`config.mk`:
```
export PLATFORM = sky130hd
export DESIGN_NAME = decoder38_hold
export DESIGN_NICKNAME = d
export VERILOG_FILES = /design/src/rtl/decoder38_pkg.sv /design/src/rtl/dec_onehot.sv /design/src/rtl/decoder38_hold.sv
export SDC_FILE = /design/constraint.sdc
export NUM_CORES = 1
export LEC_CHECK = 0
export BUFFER_PORTS_ARGS = -buffer_cell sky130_fd_sc_hd__buf_2
export CORE_UTILIZATION = 25
export CTS_CLUSTER_SIZE = 20
export DETAILED_ROUTE_END_ITERATION = 7
export SYNTH_ARGS = -nofsm -noshare
export SYNTH_HDL_FRONTEND = slang
export SYNTH_SLANG_ARGS = --single-unit
```
`constraint.sdc`:
```
create_clock -name clk -period 2.65 [get_ports clk]
set_input_delay 0.265 -clock clk [delete_from_list [all_inputs] [get_ports clk]]
set_output_delay 0.265 -clock clk [all_outputs]
set_load 0.05 [all_outputs]
```
`src/rtl/decoder38_pkg.sv`:
```
// rtl/decoder38_pkg.sv - shared types, widths and decode helper for decoder38_hold
//
// Purpose : code/one-hot widths, FSM state type and the code-to-one-hot
//           function shared by the decoder top and its combinational front end.
// Contents: IN_W, OUT_W, state_t {ST_IDLE, ST_HOLD}, onehot().
package decoder38_pkg;

  localparam int IN_W  = 3;
  localparam int OUT_W = 8;

  // The literals carry an ST_ prefix because the top has a parameter named HOLD.
  typedef enum logic {
    ST_IDLE = 1'b0,
    ST_HOLD = 1'b1
  } state_t;

  function automatic logic [OUT_W-1:0] onehot(input logic [IN_W-1:0] code);
    logic [OUT_W-1:0] v;
    v       = '0;
    v[code] = 1'b1;
    return v;
  endfunction

endpackage

```
`src/rtl/dec_onehot.sv`:
```
// rtl/dec_onehot.sv - combinational 3:8 one-hot decoder
//
// Purpose: pure combinational decode placed in front of the out register.
// Ports  : code       [IN_W-1:0]  input  encoded index
//          onehot_out [OUT_W-1:0] output exactly one bit set at position code
module dec_onehot
  import decoder38_pkg::*;
(
  input  logic [IN_W-1:0]  code,
  output logic [OUT_W-1:0] onehot_out
);

  assign onehot_out = onehot(code);

endmodule

```
`src/rtl/decoder38_hold.sv`:
```
// rtl/decoder38_hold.sv - sequential 3:8 decoder holding each one-hot for HOLD cycles
//
// Purpose: accepts a code over valid/ready and drives the matching one-hot
//          line for HOLD cycles, then releases it. Back-to-back accepts on
//          the last hold cycle switch directly to the next one-hot.
// Macro  : DEC38_BREAK_BEFORE_MAKE_EN - when defined, codes are accepted only
//          in idle, forcing at least one all-zero cycle between pulses.
// Ports  : clk      input               rising-edge clock
//          rst_n    input               asynchronous active-low reset
//          en       input               block enable; low aborts and idles
//          in_valid input               in_code valid this cycle
//          in_ready output              block can accept a code this cycle
//          in_code  input  [IN_W-1:0]   code to decode
//          out      output [OUT_W-1:0]  registered one-hot (or zero)
//          busy     output              registered, equals |out
module decoder38_hold
  import decoder38_pkg::*;
#(
  parameter int IN_W  = decoder38_pkg::IN_W,
  parameter int OUT_W = decoder38_pkg::OUT_W,
  parameter int HOLD  = 4,
  parameter int CNT_W = 8
) (
  input  logic             clk,
  input  logic             rst_n,
  input  logic             en,
  input  logic             in_valid,
  output logic             in_ready,
  input  logic [IN_W-1:0]  in_code,
  output logic [OUT_W-1:0] out,
  output logic             busy
);

  state_t             state, state_nx;
  logic [CNT_W-1:0]   cnt, cnt_nx;
  logic [OUT_W-1:0]   out_nx;
  logic               busy_nx;
  logic [OUT_W-1:0]   code_oh;
  logic               accept;

  dec_onehot u_dec (
    .code       (in_code),
    .onehot_out (code_oh)
  );

`ifdef DEC38_BREAK_BEFORE_MAKE_EN
  assign in_ready = en & (state == ST_IDLE);
`else
  // Accepting on the last hold cycle lets pulses abut with no zero gap.
  assign in_ready = en & ((state == ST_IDLE) |
                          ((state == ST_HOLD) & (cnt == '0)));
`endif

  assign accept = in_valid & in_ready;

  always_comb begin
    state_nx = state;
    cnt_nx   = cnt;
    out_nx   = out;
    busy_nx  = busy;
    if (!en) begin
      // Disable aborts any pulse; nothing is remembered for later.
      state_nx = ST_IDLE;
      cnt_nx   = '0;
      out_nx   = '0;
      busy_nx  = 1'b0;
    end else if (accept) begin
      state_nx = ST_HOLD;
      cnt_nx   = CNT_W'(HOLD - 1);
      out_nx   = code_oh;
      busy_nx  = 1'b1;
    end else if (state == ST_HOLD) begin
      if (cnt != '0) begin
        cnt_nx = cnt - 1'b1;
      end else begin
        state_nx = ST_IDLE;
        out_nx   = '0;
        busy_nx  = 1'b0;
      end
    end
  end

  always_ff @(posedge clk or negedge rst_n) begin
    if (!rst_n) begin
      state <= ST_IDLE;
      cnt   <= '0;
      out   <= '0;
      busy  <= 1'b0;
    end else begin
      state <= state_nx;
      cnt   <= cnt_nx;
      out   <= out_nx;
      busy  <= busy_nx;
    end
  end

endmodule

```
Word level (Yosys, flattened, before mapping)
Index checks and enable logic that the tools add are counted.
{ "totals": {"regBits": 18, "output_inout_bits": 10, "elab_cells": 38} }
{ "op_classes": {"add_sub_neg": 1, "magnitude_cmp": 2, "n_eq_ne": 3, "mux": 18, "n_bitwise": 5, "reduce_logical": 5} }
{ "ops": {"columns": ["op", "n"], "rows": [
  ["$mux W8", 8],
  ["$mux W1", 9],
  ["$logic_not A8 Y1", 1],
  ["$reduce_bool A8 Y1", 1],
  ["$sub A8 B1 Y8 const B", 1],
  ["$ne A3 B1 Y1 const B", 2],
  ["$lt A3 B4 Y1 const B", 1],
  ["$reduce_and A2 Y1", 2],
  ["$and A1 B1 Y1", 3],
  ["$demux W1 S3", 1],
  ["$ge A3 B1 Y1 const B", 1],
  ["$ne A3 B3 Y1 const B", 1],
  ["$logic_and A1 B1 Y1", 1],
  ["$not A1 Y1", 1],
  ["$or A1 B1 Y1", 1]
]} }

Longest topological paths before layout
Gate-level depths: netlist of the first run.
{ "depth": {"ltp_word": 7, "mapped_depth": 6, "mapped_depth_nobuf": 6} }

Cells and area by module
Synthesis of the first run repeated with hierarchy kept, for this count alone.
{ "unflattened": {"hier_cells": 86, "hier_area_um2": 920.9} }
{ "by_module_without_submodules": {"columns": ["module", "instances", "cells_each", "area_each_um2"], "rows": [
  ["decoder38_hold", 1, 78, 855.8],
  ["dec_onehot", 1, 8, 65.1]
]} }

Least setup slack after synthesis of the first run
Ideal clock, no wire load.
{ "synth_path": {"path_kind": "flip-flop to output port", "from": "reg cnt[4]", "to": "out in_ready", "t_arrival_ns": 1.727, "required_ns": 2.385, "setup_slack_ns": 0.658, "stages_incl_launch_ff": 5, "path_buffers": 1, "cell_sequence": "dfrtp_1 nor3_4 a41oi_4 buf_2 nor2_1"} }
{ "synth_between": {"elab_chain_cells": 4} }
{ "synth_rtl": {"columns": ["item", "line", "text"], "rows": [
  ["start, declared", "decoder38_hold.sv:35", "logic [CNT_W-1:0] cnt, cnt_nx;"],
  ["start signal, assigned", "decoder38_hold.sv:91", "cnt <= cnt_nx;"],
  ["$logic_not A8 Y1", "decoder38_hold.sv:51", "((state == ST_HOLD) & (cnt == '0)));"],
  ["$and A1 B1 Y1", "decoder38_hold.sv:51", null],
  ["$or A1 B1 Y1", "decoder38_hold.sv:50", "assign in_ready = en & ((state == ST_IDLE) |"],
  ["$and A1 B1 Y1", "decoder38_hold.sv:50", null],
  ["end, declared", "decoder38_hold.sv:28", "output logic in_ready,"]
]} }
Every way passes these cells.

Final worst setup path of the first run
{ "layout_path": {"from": "reg cnt[0]", "to": "out in_ready"} }
The elaborated chain is that of the path after synthesis.

==> results of run 1 <==
-- layout by cell type (no fill, tap or decap), types with 2 or more instances in the layout --
| master | Yosys | routed |
|---|---|---|
| dfrtp_1 | 18 | 18 |
| buf_2 | 2 | 16 |
| nor2_1 | 7 | 7 |
| inv_1 | 5 | 5 |
| nand2_1 | 5 | 5 |
| a32o_1 | 4 | 4 |
| a22o_1 | 4 | 4 |
| a211oi_1 | 3 | 3 |
| clkbuf_4 | 0 | 3 |
| nor3_1 | 2 | 2 |
| nor2b_1 | 2 | 2 |
| nand4_1 | 2 | 2 |
| nor3b_1 | 2 | 2 |
| a31oi_1 | 2 | 2 |
| a311oi_1 | 2 | 2 |
| nand3_1 | 2 | 2 |
| a21oi_1 | 2 | 2 |
| ha_1 | 2 | 2 |
-- synthesized netlist by cell type (all sizes together) --
cell / n
dfrtp: 18
nor2: 7
inv: 5
nand2: 5
a22o: 4
a32o: 4
nor3: 4
a211oi: 3
a21oi: 2
a311oi: 2
a31oi: 2
buf: 2
ha: 2
nand3: 2
nand4: 2
nor2b: 2
nor3b: 2
a21o: 1
a32oi: 1
a41oi: 1
and2: 1
and3: 1
clkbuf: 1
clkinv: 1
nand2b: 1
nor4: 1
o2111ai: 1
o21a: 1
o21ai: 1
o311ai: 1
or2: 1
xor2: 1
-- logic make-up after synthesis --
group / share of synthesized area
compound gates: 0.236
xor+xnor: 0.00979
fa+ha+maj: 0.0280
buf+inv: 0.0406
flops: 0.503
simple gates: 0.182
-- worst reg2reg max path: cells and delay by family (launching register included) --
family | cells | cell delay (ps)
AO/OA/AOI/OAI | 3 | 1060
adder cells (fa/ha/maj) | 1 | 230
flip-flops | 1 | 420
buffers and inverters | 1 | 80
-- registers in the layout, summed over array words and instances (netlist names) --
name,flops
out,8
state,1
busy,1
cnt,8
-- area by class of cell --
cell class	instances	area, um2	area share
Inverter	6	22.5	0.0212
Multi-Input combinational cell	56	408	0.383
Sequential cell	18	450	0.423
Clock buffer	4	36.3	0.0341
Tap cell	46	57.6	0.0541
Timing Repair Buffer	17	90.1	0.0846
-- worst max path at each step --
stage / endpoint / slack (ps) / cells past startpoint
global route: in_ready / 440 / 5
finish: in_ready / 580 / 5
global placement: out[1] / 890 / 4
detailed placement: out[0] / 840 / 5
CTS: in_ready / 570 / 5
floorplan: in_ready / 660 / 4
-- what timing repair did --
action                                 in CTS  in global routing
hold buffers                                1                  0
setup endpoints to repair                   0                  0
resized for setup                           0                  0
endpoints found under the hold margin      18                  0
-- power groups by stage --
stage                     logic, mW  registers (mW)  clock network, mW
after floorplan              0.0982           0.331                  0
after global placement        0.147           0.317                  0
after detailed placement      0.151           0.317                  0
after CTS                     0.153           0.312              0.181
after global routing          0.170           0.315              0.191
final                         0.151           0.312              0.173
-- through the flow --
stage | power, mW | setup WS, ps | hold WS [ps]
after floorplan | 0.429 | 658 | -30.6
after global placement | 0.464 | 894 | 217
after detailed placement | 0.468 | 842 | 224
after CTS | 0.646 | 574 | 261
after global routing | 0.676 | 443 | 272
final | 0.636 | 583 | 273
-- per-layer routing --
metal | wire, um | GRT usage | part of all wire
met5 | 0 | 0 | 0
met4 | 10 | 0.0286 | 0.0052
met3 | 80 | 0.0476 | 0.042
met2 | 927 | 0.203 | 0.48
met1 | 896 | 0.149 | 0.47
==> run summary, run 1 <==
====================================================================================
Top area cells in the synthesized netlist                               dfrtp_1 (50%), a32o_1 (4.5%), a22o_1 (3.9%)
Slew Viols, Final                                                                  0
Switching share of total power                                                 0.331
Die Height                                                                   61.8 um
Die Outline Area                                                            3820 um2
Fin area                                                                    1060 um2
HPWL Detailed                                                                1450 um
Internal Power                                                              0.426 mW
Sequential Power Share                                                         0.490
Worst r2r dst                                                                 out[0]
Worst flop-to-flop path startpoint                                            cnt[0]
Clock root buffer                                                           clkbuf_4
TritonCTS clock tree                                                             yes
Worst skew pair latency                                                       300 ps
Worst voltage drop across the vdd grid                                      0.189 mV
Post-synth design cell area                                                  895 um2
Fraction of power consumed by combinational cells                              0.238
Static Leak                                                                 0.487 nW
Chain of cells forming the critical path                                inv_1 > ha_1 > a41oi_4 > nor2_1 > buf_2
Largest driver fanout on the critical path                                        19
Setup TNS                                                                       0 ps
Classification of the worst-slack hold path                                in -> reg
Core Util, Final                                                               0.314
Critical setup path kind                                                  reg -> out
Tot GR Track Use                                                               0.122
Weighted congestion at the end of routability-driven global placement          0.885
Cell Area, Placed                                                           1020 um2
Family with the most delay on the worst path                            compound AO/OA/AOI/OAI gates
Cell variety after synth                                                          34
Max stage delay on crit path                                                  470 ps
Via count                                                                        739
Proportion of netlist area held by the largest area contributor                0.503
Effective utilization at floorplan                                             0.264
Via count of the first global-routing pass                                       701
Number of antenna violations at the first check in global routing                  0
Cells after DPL                                                                  142
Post-route non-filler standard cell count                                        147
Diode count                                                                        0
Worst Max-Slew Pin Slew                                                       748 ps
Port bufs                                                                         16
Part of the power in the clock network                                         0.272
Fraction of layout cells with a size suffix above 1                            0.228
Worst reg-to-reg setup slack                                                  790 ps
Mean area per synthesized cell                                              10.8 um2
Status                                                                  finished clean
Share of the clock period used by the worst path after layout                  0.780
GRT Residual Overflow                                                              0
IO Pins                                                                           17
Post-synth top area cell                                                     dfrtp_1
Number of buffer and inverter stages on the critical path                          2
Clock period minus final worst setup slack                                   2070 ps
Post-detailed-route wirelength per cell                                      13.0 um
Remaining DRCs                                                                     0
Final number of hold-violating endpoints                                           0
Final Skew                                                                   9.76 ps
Data arrival time of the critical path                                       1800 ps
Clock buffer depth                                                                 2
Core outline area                                                           3390 um2
Worst Reg2Reg Path Length in Cells                                                 5
Remaining max-slew budget at the tightest pin                                  0.497
Clk slew on worst S/H paths                                                   110 ps
Number of H-tree levels                                                            1
Number of placement rows                                                          21
Post-Syn Nets                                                                     92
Max Cap Violations                                                                 0
CP max-delay cell                                                            a41oi_4
Drt pass-1 iters                                                                   4
Wire length of the first global-routing pass                                 3300 um
Fmax achieved                                                              0.484 GHz
Vias/cell                                                                       5.03
Power per cell area                                                       598 nW/um2
Filler cell count                                                                359
Hold path depth                                                                    2
X dimension of the die                                                       61.8 um
Post-CTS Setup Inserts                                                             0
Iter 0 DRT Violations                                                             54
Seq cells post-synth                                                              18
Net switching component of the power                                        0.211 mW
CTS Buf Count                                                                      3
Area growth syn-to-layout                                                      19.0%
Crit path capture type                                                    output pin
Number of warnings reported in the yosys synthesis log                             0
Startpoint type of the worst setup path                                    flip-flop
Unrepaired setup endpoints after global routing                                   no
Wirelength, routed                                                           1920 um
Post-layout nets                                                                 111
Proportion of synthesized chip area in sequential cells                        0.503
Critical Path Source                                                          cnt[0]
Sink count of the clock tree                                                      18
HP Start                                                                  in_code[0]
Gate count after technology mapping                                               83
Pin count of the biggest net entering global routing                              20
Count of nets left with antenna violations after detail routing                    0
Data required time at the worst endpoint                                     2380 ps
Final setup fails                                                                  0
Capture endpoint of the worst hold path                                       out[5]
====================================================================================
Power figures use the tool's default switching activity.
==> run 2, diff against run 1 <==
- clock period: 2.65 -> 1.85 ns (I/O delays scaled with it)
==> run 2 against run 1 <==
Clock skew up 2.0 ps. Via count up 2.0%. Total power up 54%. Cell count up 6.8%. Critical path depth unchanged. Design area up 9.3%. Sequential cell count unchanged. Global-route usage up 0.21 points. Clock power up 43%.
==> run summary, run 2 (synthesized netlist as in run 1, its figures left out) <==
====================================================================================
Most common cell after layout, fill and taps aside                           dfrtp_1
HPWL Detailed                                                                1480 um   +2.5%
CTS Buf Count                                                                      3   unchanged
Switching share of total power                                                 0.325   -0.00598
Number of placement rows                                                          21   unchanged
GRT Residual Overflow                                                              0   unchanged
Port bufs                                                                         16   unchanged
Sink count of the clock tree                                                      18   unchanged
Fin area                                                                    1160 um2   +9.3%
Largest driver fanout on the critical path                                         6   -13
Final setup fails                                                                  0   unchanged
Fraction of layout cells with a size suffix above 1                            0.315   +0.0876
Final number of hold-violating endpoints                                           0   unchanged
Net switching component of the power                                        0.318 mW   +51%
Wirelength, routed                                                           2020 um   +5.6%
Worst reg-to-reg setup slack                                                  120 ps   -670 ps
Setup TNS                                                                       0 ps   unchanged
Slew Viols, Final                                                                  0   unchanged
Worst voltage drop across the vdd grid                                      0.277 mV   +46%
Iter 0 DRT Violations                                                             51   -5.6%
Area growth syn-to-layout                                                      30.1%
Die Height                                                                   61.8 um   unchanged
Startpoint type of the worst setup path                                    flip-flop
Hold path depth                                                                    2   unchanged
X dimension of the die                                                       61.8 um   unchanged
Post-layout nets                                                                 121   +9.0%
Die Outline Area                                                            3820 um2   unchanged
Core outline area                                                           3390 um2   unchanged
Remaining DRCs                                                                     0   unchanged
Part of the power in the clock network                                         0.254   -0.018
Classification of the worst-slack hold path                                in -> reg
IO Pins                                                                           17   unchanged
Worst skew pair latency                                                       300 ps   about the same
Status                                                                  finished clean
Worst r2r dst                                                                 cnt[4]
Share of the clock period used by the worst path after layout                  0.950
HP Start                                                                  in_code[0]
TritonCTS clock tree                                                             yes
Drt pass-1 iters                                                                   4   unchanged
Internal Power                                                              0.660 mW   +55%
Clock buffer depth                                                                 2   unchanged
Data arrival time of the critical path                                       1570 ps   -230 ps
Number of H-tree levels                                                            1   unchanged
Filler cell count                                                                357   -0.56%
Worst flop-to-flop path startpoint                                            cnt[6]
Final Skew                                                                   11.8 ps   +2.02 ps
Via count of the first global-routing pass                                       738   +5.3%
Wire length of the first global-routing pass                                 3380 um   +2.5%
Post-detailed-route wirelength per cell                                      12.9 um   -1.1%
Tot GR Track Use                                                               0.124   +0.00212
Fmax achieved                                                              0.569 GHz
Pin count of the biggest net entering global routing                              19   -5.0%
Number of antenna violations at the first check in global routing                  0   unchanged
Critical setup path kind                                                  reg -> out
Clock period minus final worst setup slack                                   1760 ps
Sequential Power Share                                                         0.456   -0.034
Post-route worst hold slack                                                   187 ps   -86.0 ps
Effective utilization at floorplan                                             0.264   unchanged
Data required time at the worst endpoint                                     1660 ps   -720 ps
Count of nets left with antenna violations after detail routing                    0   unchanged
Via count                                                                        754   +2.0%
Cell Area, Placed                                                           1040 um2   +1.7%
Leading registers by flop count                                         cnt x8, out x8
Vias/cell                                                                       4.80   -4.5%
Max Cap Violations                                                                 0   unchanged
Fraction of power consumed by combinational cells                              0.290   +0.052
Weighted congestion at the end of routability-driven global placement          0.836   -5.4%
Commonest non-fill, non-tap cells in the layout                         dfrtp_1 (18), buf_2 (15), buf_4 (10)
Remaining max-slew budget at the tightest pin                                  0.691   +0.194
Capture endpoint of the worst hold path                                       out[5]
Crit path capture type                                                    output pin
Clock root buffer                                                           clkbuf_4
Worst Reg2Reg Path Length in Cells                                                 5   unchanged
Worst Max-Slew Pin Slew                                                       462 ps   -285 ps
Static Leak                                                                 0.543 nW   +11%
Diode count                                                                        0   unchanged
Clk slew on worst S/H paths                                                   110 ps   about the same
Power per cell area                                                       840 nW/um2   +41%
====================================================================================
[run 2: cell types whose count changed in the layout (fill, tap and decap cells not counted), sizes merged]
cell	change
buf	+10
[run 2: worst max-delay path: stages, from the launching register on]
cell and delay, ps:
dfrtp_1 380, inv_1 70, ha_1 230, a41oi_4 350
nor2_2 50, buf_4 190
[run 2: worst max path at each step]
stage / from / to / slack, ps
global placement: cnt[0] / out[0] / 140
CTS: cnt[0] / in_ready / 90
detailed placement: cnt[0] / out[1] / 60
floorplan: cnt[4] / in_ready / 170
finish: cnt[0] / in_ready / 90
global route: cnt[6] / cnt[6] / -4
[run 2: power by group through the flow]
stage / registers, mW / logic (mW) / clock network [mW]
floorplan: 0.474 / 0.142 / 0
global placement: 0.454 / 0.223 / 0
detailed placement: 0.455 / 0.229 / 0
CTS: 0.448 / 0.256 / 0.254
global route: 0.450 / 0.312 / 0.272
finish: 0.446 / 0.284 / 0.248
[run 2: metrics by stage]
stage	cells	total power, mW	utilization	setup WS [ps]
floorplan	83	0.616	-	167
global route	157	1.03	0.343	-4.21
global placement	144	0.677	0.306	138
detailed placement	144	0.684	0.306	62.1
finish	157	0.977	0.343	92.4
CTS	152	0.958	0.330	88.9
[run 2: cell type report]
cell class | count | area [um2] | share of cell area
well taps | 46 | 57.6 | 0.0495
flip-flops and latches | 18 | 450 | 0.387
multi-input cells | 56 | 417 | 0.358
clock buffers | 4 | 36.3 | 0.0312
repair buffers | 27 | 180 | 0.155
inverters | 6 | 22.5 | 0.0194
[run 2: metal layers]
metal  GRT usage  wire (um)
met4      0.0286         10
met1       0.151        919
met5           0          0
met3      0.0435        105
met2       0.210        987
[run 2: repair_timing]
action / 4_1_cts / 5_1_grt
setup buffers: 3 / 5
endpoints found under the hold margin: 18 / 0
pin swaps: 1 / 2
setup endpoints to repair: 1 / 2
resized for setup: 1 / 1
hold buffers: 1 / 0
==> run 3, diff against run 2 <==
- CORE_UTILIZATION: 25 -> 42
- clock period: 1.85 -> 1.9 ns (I/O delays scaled with it)
==> run 3 against run 2 <==
Register-to-register slack better by 30 ps. Worst hold slack better by 7.0 ps. Die area down 39%. Non-clock buffer count decreased by 5. Design area fell by 6.9%. Global-route usage is 6.0 points higher. Critical endpoint is now out[7]. Largest cell class unchanged. Highest routed layer unchanged.
==> run summary, run 3 (synthesized netlist as in run 1, its figures left out) <==
====================================================================================
HPWL Detailed                                                                1310 um   -12%
Clock buffer depth                                                                 2   unchanged
Data required time at the worst endpoint                                     2100 ps   +440 ps
Weighted congestion at the end of routability-driven global placement          0.821   -1.9%
Count of nets left with antenna violations after detail routing                    0   unchanged
Status                                                                  finished clean
Sink count of the clock tree                                                      18   unchanged
Vias/cell                                                                       5.50   +15%
Data arrival time of the critical path                                       1950 ps   +380 ps
Static Leak                                                                 0.514 nW   -5.4%
Number of placement rows                                                          16   -24%
IO Pins                                                                           17   unchanged
Via count of the first global-routing pass                                       622   -16%
Number of antenna violations at the first check in global routing                  0   unchanged
Fraction of layout cells with a size suffix above 1                            0.274   -0.0417
Tot GR Track Use                                                               0.184   +0.0597
Final Skew                                                                   4.29 ps   -7.49 ps
Critical setup path kind                                                  reg -> reg
Wire length of the first global-routing pass                                 2800 um   -17%
Post-layout nets                                                                 116   -4.1%
Post-detailed-route wirelength per cell                                      13.7 um   +6.3%
Filler cell count                                                                173   -52%
Fmax achieved                                                              0.570 GHz
Setup TNS                                                                       0 ps   unchanged
Most common cell after layout, fill and taps aside                           dfrtp_1
Clock period minus final worst setup slack                                   1750 ps
HP Start                                                                  in_code[0]
Final setup fails                                                                  0   unchanged
Commonest non-fill, non-tap cells in the layout                         dfrtp_1 (18), buf_2 (15), nor2_1 (6)
Worst flop-to-flop path startpoint                                            cnt[4]
CTS Buf Count                                                                      3   unchanged
Worst voltage drop across the vdd grid                                      0.502 mV   +81%
Largest driver fanout on the critical path                                         9   +3
Clk slew on worst S/H paths                                                   110 ps   about the same
Max Cap Violations                                                                 0   unchanged
Diode count                                                                        0   unchanged
Pin count of the biggest net entering global routing                              19   unchanged
Die Height                                                                   48.2 um   -22%
CP max-delay cell                                                            dfrtp_1
Remaining max-slew budget at the tightest pin                                  0.679   -0.0118
Final number of hold-violating endpoints                                           0   unchanged
Wirelength, routed                                                           1820 um   -10%
Slew Viols, Final                                                                  0   unchanged
Area growth syn-to-layout                                                      21.1%
Post-route worst setup slack                                                  145 ps   +53.0 ps
Remaining DRCs                                                                     0   unchanged
Classification of the worst-slack hold path                                in -> reg
Dpl ws                                                                        180 ps   +118 ps
Critical Path Source                                                          cnt[4]
Leading registers by flop count                                         cnt x8, out x8
Port bufs                                                                         16   unchanged
Crit path capture type                                                     flip-flop
Worst reg-to-reg setup slack                                                  150 ps   +30 ps
Worst r2r dst                                                                 out[7]
TritonCTS clock tree                                                             yes
Worst skew pair latency                                                       300 ps   about the same
Worst Max-Slew Pin Slew                                                       480 ps   +17.6 ps
X dimension of the die                                                       48.2 um   -22%
Chain of cells forming the critical path                                nor3_4 > a41oi_4 > buf_4 > o21a_1 > a22o_1
Die Outline Area                                                            2320 um2   -39%
Number of H-tree levels                                                            1   unchanged
Share of the clock period used by the worst path after layout                  0.923
Effective utilization at floorplan                                             0.451   +0.187
Via count                                                                        732   -2.9%
Iter 0 DRT Violations                                                              8   -84%
Clock root buffer                                                           clkbuf_4
Unrepaired setup endpoints after global routing                                   no
Power per cell area                                                       840 nW/um2   about the same
Worst Reg2Reg Path Length in Cells                                                 5   unchanged
GRT Residual Overflow                                                              0   unchanged
Capture endpoint of the worst hold path                                       out[5]
Startpoint type of the worst setup path                                    flip-flop
Hold path depth                                                                    2   unchanged
Drt pass-1 iters                                                                   4   unchanged
Core outline area                                                           1980 um2   -42%
Overall power                                                               0.910 mW   -6.9%
Max stage delay on crit path                                                  450 ps   +70 ps
====================================================================================
[run 3: area by class of cell]
cell class                      instances  area (um2)  area share
Tap cell                               27        33.8      0.0312
Multi-Input combinational cell         56         410       0.379
Inverter                                6        22.5      0.0208
Timing Repair Buffer                   22         130       0.120
Sequential cell                        18         450       0.416
Clock buffer                            4        36.3      0.0335
[run 3: worst max-delay path by stage]
stage                          end  cells past startpoint
after global routing      in_ready                      4
after global placement      out[4]                      5
after CTS                 in_ready                      4
final                       out[7]                      5
after floorplan           in_ready                      4
after detailed placement    out[7]                      5
[run 3: stage by stage]
step	instance area, um2	util	instances	hold WS [ps]
6_report	1080	0.547	133	194
5_1_grt	1080	0.547	133	194
4_1_cts	1060	0.534	130	186
3_5_place_dp	1010	0.511	125	142
3_3_place_gp	1010	0.511	125	140
2_1_floorplan	897	-	83	-106
[run 3: layer usage]
metal | part of all wire | vias up | global-route usage
met5 | 0 | - | 0
met4 | 0.030 | 0 | 0.133
met2 | 0.44 | 13 | 0.235
li1 | - | 360 | -
met1 | 0.50 | 355 | 0.271
met3 | 0.025 | 4 | 0.0333
[run 3: power by group]
part / switching (mW) / total (mW) / leakage [nW] / internal, mW
Combinational: 0.146 / 0.236 / 0.249 / 0.0904
Sequential: 0.0266 / 0.434 / 0.244 / 0.408
Clock: 0.123 / 0.240 / 0.0210 / 0.117
[run 3: timing repair]
action                                 in CTS  in global routing
endpoints found under the hold margin      18                  0
resized for setup                           0                  1
hold buffers                                1                  0
setup endpoints to repair                   0                  1
setup buffers                               0                  3
[run 3: critical path, delay by kind of cell (launching register included)]
kind	cells	cell delay [ps]
AOI/OAI and AO/OA	3	740
DFF	1	450
and+or+nand+nor	1	270
buffers and inverters	1	190
